$ cat config.mk
export PLATFORM = sky130hd
export DESIGN_NAME = rf_write_arbiter
export DESIGN_NICKNAME = d
export VERILOG_FILES = /design/src/rtl/rf_write_arbiter.sv
export SDC_FILE = /design/constraint.sdc
export NUM_CORES = 1
export LEC_CHECK = 0
export ABC_CLOCK_PERIOD_IN_PS = 3100
export CORE_MARGIN = 5
export CORE_UTILIZATION = 49
export DETAILED_ROUTE_END_ITERATION = 10
export PLACE_DENSITY_LB_ADDON = 0.08
export SLEW_MARGIN = 40
export SYNTH_ARGS = -nofsm -noshare
export SYNTH_HDL_FRONTEND = slang
export SYNTH_SLANG_ARGS = --single-unit
$ cat constraint.sdc
create_clock -name clk -period 3.1 [get_ports clk]
set_input_delay 0.31 -clock clk [delete_from_list [all_inputs] [get_ports clk]]
set_output_delay 0.31 -clock clk [all_outputs]
set_load 0.01 [all_outputs]
$ cat src/rtl/rf_write_arbiter.sv
// Register-file write-port arbiter: the write-back stage has priority, a secondary unit is
// buffered in a small FIFO, and a starvation counter forces a one-cycle pipeline stall.
module rf_write_arbiter #(
    parameter int WORD         = 32,
    parameter int REG_AW       = 4,
    parameter int FIFO_DEPTH   = 2,
    parameter int STARVE_LIMIT = 4
) (
    input  logic                            clk,
    input  logic                            rst_n,
    input  logic                            wb_we,
    input  logic [REG_AW-1:0]               wb_addr,
    input  logic [WORD-1:0]                 wb_data,
    input  logic                            sec_valid,
    output logic                            sec_ready,
    input  logic [REG_AW-1:0]               sec_addr,
    input  logic [WORD-1:0]                 sec_data,
    output logic                            rf_we,
    output logic [REG_AW-1:0]               rf_addr,
    output logic [WORD-1:0]                 rf_data,
    output logic                            pipe_stall,
    output logic [$clog2(FIFO_DEPTH):0]     fifo_count
);

    localparam int PW = $clog2(FIFO_DEPTH);
    localparam int CW = PW + 1;
    localparam int SW = $clog2(STARVE_LIMIT + 1);
    localparam int EW = REG_AW + WORD;

    typedef enum logic {NORMAL, STALL} state_t;

    state_t            state, state_next;
    logic [SW-1:0]     starve_cnt, starve_next;
    logic [EW-1:0]     fifo_mem [FIFO_DEPTH];
    logic [PW-1:0]     wr_ptr, rd_ptr;
    logic [CW-1:0]     count;
    logic [EW-1:0]     head;
    logic              fifo_empty;
    logic              push, pop;
    logic              grant_wb, grant_sec;

    assign fifo_empty = (count == '0);
    assign sec_ready  = (count < CW'(FIFO_DEPTH));
    assign push       = sec_valid & sec_ready;
    assign pop        = grant_sec;
    assign head       = fifo_mem[rd_ptr];
    assign pipe_stall = (state == STALL);
    assign fifo_count = count;

    // Secondary wins during the forced stall; otherwise write-back has priority.
    always_comb begin
        // NOTE: every combinational output gets a default first so no path infers a latch.
        grant_wb  = 1'b0;
        grant_sec = 1'b0;
        if (state == STALL && !fifo_empty) begin
            grant_sec = 1'b1;
        end else if (state == NORMAL && wb_we) begin
            grant_wb = 1'b1;
        end else if (!fifo_empty) begin
            grant_sec = 1'b1;
        end
    end

    always_comb begin
        starve_next = starve_cnt;
        state_next  = state;
        if (grant_sec || fifo_empty || state == STALL) begin
            starve_next = '0;
        end else if (grant_wb && starve_cnt != SW'(STARVE_LIMIT)) begin
            starve_next = starve_cnt + SW'(1);
        end
        case (state)
            NORMAL:  if (starve_next == SW'(STARVE_LIMIT)) state_next = STALL;
            STALL:   state_next = NORMAL;
            default: state_next = NORMAL;
        endcase
    end

    always_ff @(posedge clk or negedge rst_n) begin
        if (!rst_n) begin
            state      <= NORMAL;
            starve_cnt <= '0;
            wr_ptr     <= '0;
            rd_ptr     <= '0;
            count      <= '0;
        end else begin
            // NOTE: sequential state uses non-blocking assignments so all registers update together.
            state      <= state_next;
            starve_cnt <= starve_next;
            if (push) wr_ptr <= wr_ptr + PW'(1);
            if (pop)  rd_ptr <= rd_ptr + PW'(1);
            case ({push, pop})
                2'b10:   count <= count + CW'(1);
                2'b01:   count <= count - CW'(1);
                default: count <= count;
            endcase
        end
    end

    // NOTE: the storage array is not reset; pointers and count alone define which entries are valid.
    always_ff @(posedge clk) begin
        if (push) fifo_mem[wr_ptr] <= {sec_addr, sec_data};
    end

    always_ff @(posedge clk or negedge rst_n) begin
        if (!rst_n) begin
            rf_we   <= 1'b0;
            rf_addr <= '0;
            rf_data <= '0;
        end else begin
            rf_we <= grant_wb | grant_sec;
            if (grant_wb) begin
                rf_addr <= wb_addr;
                rf_data <= wb_data;
            end else if (grant_sec) begin
                rf_addr <= head[EW-1:WORD];
                rf_data <= head[WORD-1:0];
            end
        end
    end

endmodule

==> impl_metrics.ini <==
[layout]
fin_nets = 556
syn_to_final_growth_pct = 39.40
n_fill_cell = 721
register_area_mm2 = 0.003292
multi_input_area_mm2 = 0.001334
final_layout_size_suffix_gt1_frac = 0.1347
final_common_cell = clkdlybuf4s50_1
n_antenna_cell = 0
final_cell_mix = 115 x clkdlybuf4s50_1, 72 x edfxtp_1, 60 x o21ai_1
final_area_mm2 = 0.006671

[sta]
slew_viol_final = 0
slew_headroom = 0.5663
setup_violations = 0
hold_violations = 0
rsz0062_at_grt = no
fmax_ghz = 0.5121
finalCritPeriodShare = 0.6299
tns_ns = 0
worst_pin_slew_ns = 0.6505
fin_skew_ns = 0.01166
finalCriticalPeriod_ns = 1.953

[critical_path]
required_ns = 2.79
worstSetupPathType = flop to primary output
cp_max_fo = 4
endpoint_kind = primary output
arrival_ns = 1.64
rr_startpoint = fifo_count[0]$_DFFE_PN0P_
r2r_end = rf_data[11]$_DFFE_PN0P_
rrSetupSlack_ns = 1.32
setup.worst_path.start_class = flop
r2r_cells = 4

[global_route]
grt_pass1_wl_um = 16700
grt_pass1_vias = 3329
grt_max_degree = 55
antenna_found_initial = 0
track_usage = 0.1883
gr-total-overflow = 0

[detailed_routing]
vias_per_cell = 5.180
wirelength_um = 10520
drt_first_pass_iters = 5
wl_per_cell_um = 16.89
via_count = 3227
drtIter0Drc = 161
ant_nets = 0
drc = 0

[floorplanning]
die_h_um = 108.8
die_x_um = 108.8
pin_count = 117
start_util = 0.4965
rows = 36
coreArea_mm2 = 0.009639
dieArea_mm2 = 0.01184

[synthesis]
synthCells = 357
netlist_area_mm2 = 0.004786
syn_nets = 436
synth_cell_types = 28
postSynthAreaPerCell_um2 = 13.41
synth-seq-cells = 117
yosysSeqAreaShare = 0.6871
yosysWarnings = 0

[placement]
dpl_cell_area_mm2 = 0.006020
dp_hpwl_um = 6762
portBuffers = 116
gp_congestion = 0.7671

[clock_tree]
ctsHoldBuffers = 1
cts_tree = done
cts_resized = 0
postCtsSetupBuffers = 0
cts_buffer_depth = 2
cts_buffers = 17
clockRootBuffer = clkbuf_8
clkSinkCount = 117
clk_latency_ns = 0.51
clkTransAtPathRegs_ns = 0.06
htree_levels = 4

[run]
cap_viol_max_count = 0

[hold_path]
holdCritPathClass = input pin to asynchronous set/reset pin

[pwr]
pwr_density_cell_mw_per_mm2 = 932.2
worst_ir_drop_vdd_v = 0.0004936
p_leak_nw = 2.436

[status]
outcome = finished clean
[kinds of logic (layout without fill, tap and decap cells)]
kind of cell / Yosys count / count (layout) / synth area share
DFF: 117 / 117 / 0.6871
AOI/OAI and AO/OA: 111 / 111 / 0.1556
and+or+nand+nor: 93 / 93 / 0.09856
buffers and inverters: 27 / 160 / 0.04000
xor gates and xnor gates: 6 / 6 / 0.01098
adders and majority gates: 3 / 3 / 0.007844
[state kept, by name (all words and copies together), names as in the netlist]
signal	count
wr_ptr	1
starve_cnt	3
rf_addr	4
rd_ptr	1
rf_we	1
pipe_stall	1
fifo_mem	72
fifo_count	2
rf_data	32
[where the power goes]
group | switching (W) | internal [W] | leakage [nW]
Sequential | 0.000309 | 0.00207 | 1.20
Combinational | 0.000879 | 0.000858 | 0.924
Clock | 0.000702 | 0.00140 | 0.310
[per-stage QoR]
stage | total power [W] | utilization | setup slack [ns] | instances | hold slack (ns)
floorplan | 0.003464 | - | 0.4392 | 357 | 0.01441
global placement | 0.004124 | 0.6238 | 1.017 | 590 | 0.3283
detailed placement | 0.004166 | 0.6245 | 0.9627 | 590 | 0.3366
CTS | 0.006283 | 0.6921 | 1.106 | 623 | 0.3261
global route | 0.006529 | 0.6921 | 1.078 | 623 | 0.3422
finish | 0.006219 | 0.6921 | 1.147 | 623 | 0.3214
[how the worst max path moves through the flow]
stage | startpoint | cells after the start | to
2_1_floorplan | fifo_count[1]$_DFFE_PN0P_ | 3 | fifo_mem[0][0]$_DFFE_PP_
3_3_place_gp | wb_we | 5 | pipe_stall$_DFF_PN0_
3_5_place_dp | wb_we | 5 | pipe_stall$_DFF_PN0_
4_1_cts | fifo_count[1]$_DFFE_PN0P_ | 2 | sec_ready
5_1_grt | fifo_count[1]$_DFFE_PN0P_ | 2 | sec_ready
6_report | fifo_count[1]$_DFFE_PN0P_ | 2 | sec_ready
[cell type report]
class                           instances  share of cell area
Tap cell                              133             0.02494
Clock inverter                         14             0.03357
Sequential cell                       117              0.4934
Multi-Input combinational cell        213              0.1999
Clock buffer                           18             0.06264
Timing Repair Buffer                  125              0.1838
Inverter                                3            0.001688
[synth_stat cells (all sizes together)]
cell type,count,area share
a211oi,36,0.076
a21oi,2,0.0021
a32oi,1,0.0018
and2b,7,0.011
and3,1,0.0013
buf,22,0.036
clkbuf,2,0.0018
dfrtp,45,0.24
edfxtp,72,0.45
ha,3,0.0078
inv,3,0.0024
nand2,42,0.033
nand2b,1,0.0013
nand3,1,0.0010
nor2,8,0.0063
nor2b,30,0.039
nor3,1,0.0010
nor4,1,0.0026
o21ai,72,0.075
or2,1,0.0013
xnor2,5,0.0091
xor2,1,0.0018
[critical path, stage by stage, from the launching register on]
cell	delay, ns
dfrtp_1	0.43
inv_1	0.16
clkdlybuf4s50_1	0.56
[routing by layer]
layer	up-vias	global-route usage	part of all wire	wire, um
met5	-	0	0	0
met4	0	0.08656	0.016	170
met3	13	0.04440	0.050	530
met2	104	0.3001	0.50	5248
met1	1569	0.2457	0.43	4571
li1	1541	-	-	-
Power figures use the tool's default switching activity.
